`config.mk`:
```
export PLATFORM = sky130hd
export DESIGN_NAME = mem_port_arbiter_flat
export DESIGN_NICKNAME = d
export VERILOG_FILES = /design/src/rtl/mem_port_arbiter_if.sv /design/src/rtl/mem_port_arbiter.sv /design/src/flat_wrapper.sv
export SDC_FILE = /design/constraint.sdc
export NUM_CORES = 1
export LEC_CHECK = 0
export CORE_MARGIN = 2
export CORE_UTILIZATION = 42
export CTS_CLUSTER_DIAMETER = 120
export DETAILED_ROUTE_END_ITERATION = 8
export PLACE_DENSITY = 0.9
export SLEW_MARGIN = 5
export SYNTH_ARGS = -nofsm -noshare
export SYNTH_HDL_FRONTEND = slang
export SYNTH_SLANG_ARGS = --single-unit
```
`constraint.sdc`:
```
create_clock -name clk -period 2.8 [get_ports clk]
set_clock_uncertainty 0.2 [all_clocks]
set_input_delay 0.56 -clock clk [delete_from_list [all_inputs] [get_ports clk]]
set_output_delay 0.56 -clock clk [all_outputs]
set_load 0.02 [all_outputs]
```
`src/rtl/mem_port_arbiter_if.sv`:
```
// rtl/mem_port_arbiter_if.sv - unified memory port bus with valid/ready handshake
// master drives the request side; slave is the memory returning data and ready.
interface mem_port_arbiter_if #(
  parameter int ADDR_W = 32,
  parameter int DATA_W = 32
);
  logic              mem_valid;
  logic              mem_we;
  logic [ADDR_W-1:0] mem_addr;
  logic [DATA_W-1:0] mem_wdata;
  logic [DATA_W-1:0] mem_rdata;
  logic              mem_ready;

  modport master (
    output mem_valid,
    output mem_we,
    output mem_addr,
    output mem_wdata,
    input  mem_rdata,
    input  mem_ready
  );

  modport slave (
    input  mem_valid,
    input  mem_we,
    input  mem_addr,
    input  mem_wdata,
    output mem_rdata,
    output mem_ready
  );
endinterface

```
`src/rtl/mem_port_arbiter.sv`:
```
// rtl/mem_port_arbiter.sv - fetch/data arbiter for one shared memory port
// Data wins ties unless fetch has lost STARVE_LIMIT grants in a row; hung accesses abort on TIMEOUT.
module mem_port_arbiter #(
  parameter int ADDR_W       = 32,
  parameter int DATA_W       = 32,
  parameter int TIMEOUT      = 255,
  parameter int STARVE_LIMIT = 4
) (
  input  logic              clk,
  input  logic              rst,
  input  logic              if_req,
  input  logic [ADDR_W-1:0] if_addr,
  output logic              if_ack,
  output logic [DATA_W-1:0] if_rdata,
  input  logic              dm_req,
  input  logic              dm_we,
  input  logic [ADDR_W-1:0] dm_addr,
  input  logic [DATA_W-1:0] dm_wdata,
  output logic              dm_ack,
  output logic [DATA_W-1:0] dm_rdata,
  output logic              err,
  output logic              stall,
  mem_port_arbiter_if.master mem
);

  localparam logic [1:0] S_IDLE    = 2'd0;
  localparam logic [1:0] S_BUSY_IF = 2'd1;
  localparam logic [1:0] S_BUSY_DM = 2'd2;
  localparam logic [1:0] S_ACK     = 2'd3;

  localparam int WAIT_W   = $clog2(TIMEOUT + 2);
  localparam int STARVE_W = (STARVE_LIMIT > 0) ? $clog2(STARVE_LIMIT + 1) : 1;
  localparam logic [WAIT_W-1:0]   TIMEOUT_V = WAIT_W'(TIMEOUT);
  localparam logic [STARVE_W-1:0] STARVE_V  = STARVE_W'(STARVE_LIMIT);

  logic [1:0]          state_q, state_d;
  logic [WAIT_W-1:0]   wait_q, wait_d;
  logic [STARVE_W-1:0] starve_q, starve_d;
  logic                mem_valid_q, mem_valid_d;
  logic                mem_we_q, mem_we_d;
  logic [ADDR_W-1:0]   mem_addr_q, mem_addr_d;
  logic [DATA_W-1:0]   mem_wdata_q, mem_wdata_d;
  logic                if_ack_q, if_ack_d;
  logic                dm_ack_q, dm_ack_d;
  logic                err_q, err_d;
  logic [DATA_W-1:0]   if_rdata_q, if_rdata_d;
  logic [DATA_W-1:0]   dm_rdata_q, dm_rdata_d;

  logic              [WAIT_W-1:0] wait_inc;
  logic              mem_done;
  logic              mem_timeout;
  logic              grant_dm;
  logic [DATA_W-1:0] rdata_capt;

  assign wait_inc    = wait_q + WAIT_W'(1);
  assign mem_done    = mem_valid_q & mem.mem_ready;
  // The counter reaching TIMEOUT on this edge means mem_valid has been up TIMEOUT cycles.
  assign mem_timeout = (TIMEOUT != 0) && mem_valid_q && !mem.mem_ready && (wait_inc == TIMEOUT_V);
  assign grant_dm    = dm_req && !(if_req && (starve_q == STARVE_V));
  assign rdata_capt  = mem_timeout ? '0 : mem.mem_rdata;

  always_comb begin
    state_d     = state_q;
    wait_d      = wait_q;
    starve_d    = starve_q;
    mem_valid_d = mem_valid_q;
    mem_we_d    = mem_we_q;
    mem_addr_d  = mem_addr_q;
    mem_wdata_d = mem_wdata_q;
    if_ack_d    = 1'b0;
    dm_ack_d    = 1'b0;
    err_d       = 1'b0;
    if_rdata_d  = if_rdata_q;
    dm_rdata_d  = dm_rdata_q;

    case (state_q)
      S_IDLE: begin
        wait_d = '0;
        if (grant_dm) begin
          state_d     = S_BUSY_DM;
          mem_valid_d = 1'b1;
          mem_we_d    = dm_we;
          mem_addr_d  = dm_addr;
          mem_wdata_d = dm_wdata;
          if (!if_req) begin
            starve_d = '0;
          end else if (starve_q != STARVE_V) begin
            starve_d = starve_q + STARVE_W'(1);
          end
        end else if (if_req) begin
          state_d     = S_BUSY_IF;
          mem_valid_d = 1'b1;
          mem_we_d    = 1'b0;
          mem_addr_d  = if_addr;
          mem_wdata_d = '0;
          starve_d    = '0;
        end
      end
      S_BUSY_IF, S_BUSY_DM: begin
        if (mem_done || mem_timeout) begin
          state_d     = S_ACK;
          mem_valid_d = 1'b0;
          err_d       = mem_timeout;
          if (state_q == S_BUSY_IF) begin
            if_ack_d   = 1'b1;
            if_rdata_d = rdata_capt;
          end else begin
            dm_ack_d = 1'b1;
            if (!mem_we_q) begin
              dm_rdata_d = rdata_capt;
            end
          end
        end else begin
          wait_d = wait_inc;
        end
      end
      default: begin
        state_d = S_IDLE;
        wait_d  = '0;
      end
    endcase
  end

  always_ff @(posedge clk) begin
    if (!rst) begin
      state_q     <= S_IDLE;
      wait_q      <= '0;
      starve_q    <= '0;
      mem_valid_q <= 1'b0;
      mem_we_q    <= 1'b0;
      mem_addr_q  <= '0;
      mem_wdata_q <= '0;
      if_ack_q    <= 1'b0;
      dm_ack_q    <= 1'b0;
      err_q       <= 1'b0;
      if_rdata_q  <= '0;
      dm_rdata_q  <= '0;
    end else begin
      state_q     <= state_d;
      wait_q      <= wait_d;
      starve_q    <= starve_d;
      mem_valid_q <= mem_valid_d;
      mem_we_q    <= mem_we_d;
      mem_addr_q  <= mem_addr_d;
      mem_wdata_q <= mem_wdata_d;
      if_ack_q    <= if_ack_d;
      dm_ack_q    <= dm_ack_d;
      err_q       <= err_d;
      if_rdata_q  <= if_rdata_d;
      dm_rdata_q  <= dm_rdata_d;
    end
  end

  assign mem.mem_valid = mem_valid_q;
  assign mem.mem_we    = mem_we_q;
  assign mem.mem_addr  = mem_addr_q;
  assign mem.mem_wdata = mem_wdata_q;
  assign if_ack        = if_ack_q;
  assign dm_ack        = dm_ack_q;
  assign err           = err_q;
  assign if_rdata      = if_rdata_q;
  assign dm_rdata      = dm_rdata_q;
  assign stall         = (if_req & ~if_ack_q) | (dm_req & ~dm_ack_q);

endmodule

```
`src/flat_wrapper.sv`:
```
// flat-port wrapper written by rule: the top's interface ports become plain ports
module mem_port_arbiter_flat 
#(
  parameter int ADDR_W       = 32,
  parameter int DATA_W       = 32,
  parameter int TIMEOUT      = 255,
  parameter int STARVE_LIMIT = 4
)
  (clk, rst, if_req, if_addr, if_ack, if_rdata, dm_req, dm_we, dm_addr, dm_wdata, dm_ack, dm_rdata, err, stall, mem_mem_valid, mem_mem_we, mem_mem_addr, mem_mem_wdata, mem_mem_rdata, mem_mem_ready);
  mem_port_arbiter_if #(.ADDR_W(ADDR_W), .DATA_W(DATA_W)) mem_i ();
  input  logic clk;
  input  logic rst;
  input  logic if_req;
  input  logic [ADDR_W-1:0] if_addr;
  output logic if_ack;
  output logic [DATA_W-1:0] if_rdata;
  input  logic dm_req;
  input  logic dm_we;
  input  logic [ADDR_W-1:0] dm_addr;
  input  logic [DATA_W-1:0] dm_wdata;
  output logic dm_ack;
  output logic [DATA_W-1:0] dm_rdata;
  output logic err;
  output logic stall;
  output wire logic [$bits(mem_i.mem_valid)-1:0] mem_mem_valid;
  output wire logic [$bits(mem_i.mem_we)-1:0] mem_mem_we;
  output wire logic [$bits(mem_i.mem_addr)-1:0] mem_mem_addr;
  output wire logic [$bits(mem_i.mem_wdata)-1:0] mem_mem_wdata;
  input wire logic [$bits(mem_i.mem_rdata)-1:0] mem_mem_rdata;
  input wire logic [$bits(mem_i.mem_ready)-1:0] mem_mem_ready;
  assign mem_mem_valid = mem_i.mem_valid;
  assign mem_mem_we = mem_i.mem_we;
  assign mem_mem_addr = mem_i.mem_addr;
  assign mem_mem_wdata = mem_i.mem_wdata;
  assign mem_i.mem_rdata = mem_mem_rdata;
  assign mem_i.mem_ready = mem_mem_ready;
  mem_port_arbiter #(.ADDR_W(ADDR_W), .DATA_W(DATA_W), .TIMEOUT(TIMEOUT), .STARVE_LIMIT(STARVE_LIMIT)) u_core (.clk(clk), .rst(rst), .if_req(if_req), .if_addr(if_addr), .if_ack(if_ack), .if_rdata(if_rdata), .dm_req(dm_req), .dm_we(dm_we), .dm_addr(dm_addr), .dm_wdata(dm_wdata), .dm_ack(dm_ack), .dm_rdata(dm_rdata), .err(err), .stall(stall), .mem(mem_i));
endmodule
```
==> results by group <==
Run status
  • Result of the run: finished clean

Route
  • Final ANT Viol Nets: 0
  • Routed wire per std cell: 16.08 µm
  • Initial DRC Count: 539
  • Sum of routed wire length over all layers: 18.92 mm
  • Number of detailed-routing iterations run before antenna repair: 5
  • Avg Vias per Cell: 5.392
  • Final routed DRC violation total: 0
  • DR vias: roughly 6300

CTS
  • Longest Clk Path Bufs: 2
  • Clock root buffer: clkbuf_16
  • Clock-pin slew reported for the worst setup and hold paths after clock tree synthesis: about 0.070 ns
  • Cts hold-fix bufs: 0
  • Count of clock tree sinks: around 150
  • Total clock buffers created by CTS: 17
  • Maximum level of the CTS H-tree: 4
  • Post-CTS Setup Inserts: 0
  • CTS tree: done
  • Resized Gates After CTS: 0
  • Clock latency reported for the late side of the worst-skew pair: 0.42 ns

Timing
  • Worst-margin pin slew: 0.3630 ns
  • Time the worst path needs with I/O delays and setup: 2.688 ns
  • Final count of hold timing violations: 0
  • Total setup violations reported at the end of the flow: 0
  • TNS Setup: 0 ns
  • Worst slew margin relative to its limit: 0.7580
  • Final worst path period share: 0.9601
  • RSZ-0062 raised after global routing: no
  • Max Fclk: between 0.3 and 0.4 GHz
  • Final max-slew violation count: 0

Setup path
  • Worst path most repeated cell: clkdlybuf4s50_1
  • Required time reported for the critical path endpoint: 2.04 ns
  • Critical path fanouts, max: 2
  • Master of the slowest instance on the critical path: clkdlybuf4s50_1
  • Worst setup path class: primary input to output pin
  • Delay of the slowest cell on the worst path: approximately 0.66 ns
  • Cell-by-cell listing of the critical path: clkdlybuf4s50_1, inv_1, o22ai_1, clkdlybuf4s50_1
  • Sort of element at the start of the critical path: primary input
  • Data arrival time at the worst-slack endpoint: 1.93 ns
  • Capturing element type of the critical path: output pin

Placed design
  • Count of buffers inserted at the top-level ports: 267
  • Post-DP Area: 8934 µm²
  • Final HPWL DP: roughly 13 mm
  • Gpl congestion: 0.8851

Floorplanning
  • Die X-Extent: 123.7 µm
  • Core Box Area: 13930 µm²
  • Floorplan row count: 43
  • Starting Density: 0.4321
  • Boundary pin count: 268
  • Floorplan die height: between 100 and 150 µm
  • Die outline area: approximately 15000 µm²

Global routing
  • Overall overflow remaining after global route: 0
  • GR Util All Layers: 0.2432
  • Maximum number of pins on one net before global-route repair: 89
  • Number of global-route vias before repair: 6048
  • Wire length of the first global-routing pass: 29.48 mm
  • Antenna violations before repair: 0

Power
  • Power density normalized to cell area: 785.2 nW/µm²
  • Leakage power summed over all cells: roughly 3.3 nW
  • Max rail drop VDD: 0.6732 mV

Cells and area
  • Fill cells: 1072
  • Area taken by multi-input logic gates: 2785 µm²
  • ANT cells: 0
  • Nets: 1126
  • Area added between synthesis and finish: 57.61%
  • Post-route cell area: 9489 µm²
  • FF/Latch Area: 2943 µm²
  • Layout cell share with drive strength beyond 1: 0.07523

Synth
  • Fraction of registers with async set/reset: 0
  • Per-instance average area after synthesis: 8.147 µm²
  • Largest area contributor in the synthesized netlist: dfxtp_1
  • Post-synth top area share: 0.4888
  • Top post-synthesis cells by area: dfxtp_1, nand2_1, a311oi_1
  • Area of the mapped netlist: approximately 6000 µm²
  • YS warnings: 0
  • Synth Register Bits: ~150
  • Part of the Yosys area used for sequential elements: 0.4888
  • Top flip-flop cell by instance count after synthesis: dfxtp_1
  • Count of mapped cells out of synthesis: 739
  • Count of flip-flops with a built-in enable after synthesis: 0
  • Syn Nets: 881
  • Number of distinct standard cells referenced by the synthesized netlist: 47

Worst hold path
  • Hold/Removal Path Class: register to register

Job
  • Maxcap violations: 0
## critical path, delay by kind of cell
family	cells	cell delay, ns
AO/OA/AOI/OAI	1	0.18
buffers and inverters	3	1.19
## worst paths after layout
path | from | to | slack, ns | cells after the start
setup / recovery | if_req | stall | 0.11 | 4
hold / removal | u_core.mem.mem_wdata[20] | u_core.mem.mem_wdata[20] | 0.25 | 2
setup reg to reg | u_core.wait_q[1] | u_core.dm_rdata[2] | 0.28 | 7
hold reg to reg | u_core.mem.mem_wdata[20] | u_core.mem.mem_wdata[20] | 0.25 | 2
## sequential cells by signal (all words and copies together) (netlist names)
name,cells
u_core.state_q,2
u_core.mem.mem_we,1
u_core.mem.mem_addr,32
u_core.err,1
u_core.starve_q,3
u_core.wait_q,9
u_core.dm_ack,1
u_core.if_ack,1
u_core.mem.mem_wdata,32
u_core.mem.mem_valid,1
u_core.if_rdata,32
u_core.dm_rdata,32
## logic make-up (layout without fill, tap and decap cells)
kind of cell,after synthesis,in the layout,share of synthesized area
xor gates and xnor gates,5,5,0.007275
DFF,147,147,0.4888
and+or+nand+nor,320,320,0.2224
adders and majority gates,8,8,0.01663
buffers and inverters,72,330,0.05195
muxes,1,1,0.001663
AOI/OAI and AO/OA,186,186,0.2113
## cells in the mapped netlist, types with 2 or more instances
cell	instances
inv_1	10
a311oi_1	65
a21oi_1	94
nor3_1	4
nand3b_1	2
and3_1	2
buf_4	3
dfxtp_1	147
clkbuf_1	52
and2_1	2
nand2_1	206
a21oi_2	10
nor2_1	48
ha_1	8
xor2_1	2
buf_6	4
xnor2_1	3
nand4_1	5
buf_1	2
nand3_1	41
nand4b_1	2
or3_1	2
## metal layers
metal  part of all wire  vias up  GRT usage
met5                  0        -          0
met4              0.034        0     0.1143
met3              0.075       47    0.06731
met2               0.50      250     0.4111
met1               0.39     2975     0.2852
li1                   -     3074          -
## cells in the final DEF (no fill, tap or decap), drive strengths merged, types with 4 or more instances in the layout
cell             n
a21oi          104
a311oi          65
buf             21
clkbuf          18
clkdlybuf4s50  267
clkinvlp         4
dfxtp          147
ha               8
inv             18
nand2          207
nand3           41
nand4            5
nor2            48
nor3             4
## layout make-up
| type | instances | share of cell area |
|---|---|---|
| Sequential cell | 147 | 0.3101 |
| Inverter | 10 | 0.003956 |
| Clock buffer | 18 | 0.04628 |
| Multi-Input combinational cell | 520 | 0.2935 |
| Clock inverter | 14 | 0.01226 |
| Tap cell | 180 | 0.02373 |
| Timing Repair Buffer | 288 | 0.3101 |
## report_power, final
group / switching (mW) / internal [mW]
clock network: 0.973 / 1.18
registers: 0.177 / 2.39
logic: 1.61 / 1.12
## stage by stage
step	utilization	total power [mW]	hold slack [ns]	setup slack, ns	instances
6_report	0.6810	7.451	0.2515	0.1117	1177
5_1_grt	0.6810	7.831	0.2710	0.05863	1177
4_1_cts	0.6810	7.478	0.2549	0.1077	1177
3_5_place_dp	0.6411	5.332	0.2423	0.04929	1145
3_3_place_gp	0.6411	5.266	0.2367	0.1101	1145
2_1_floorplan	-	4.163	0.2486	0.5560	739
Power figures use the tool's default switching activity.
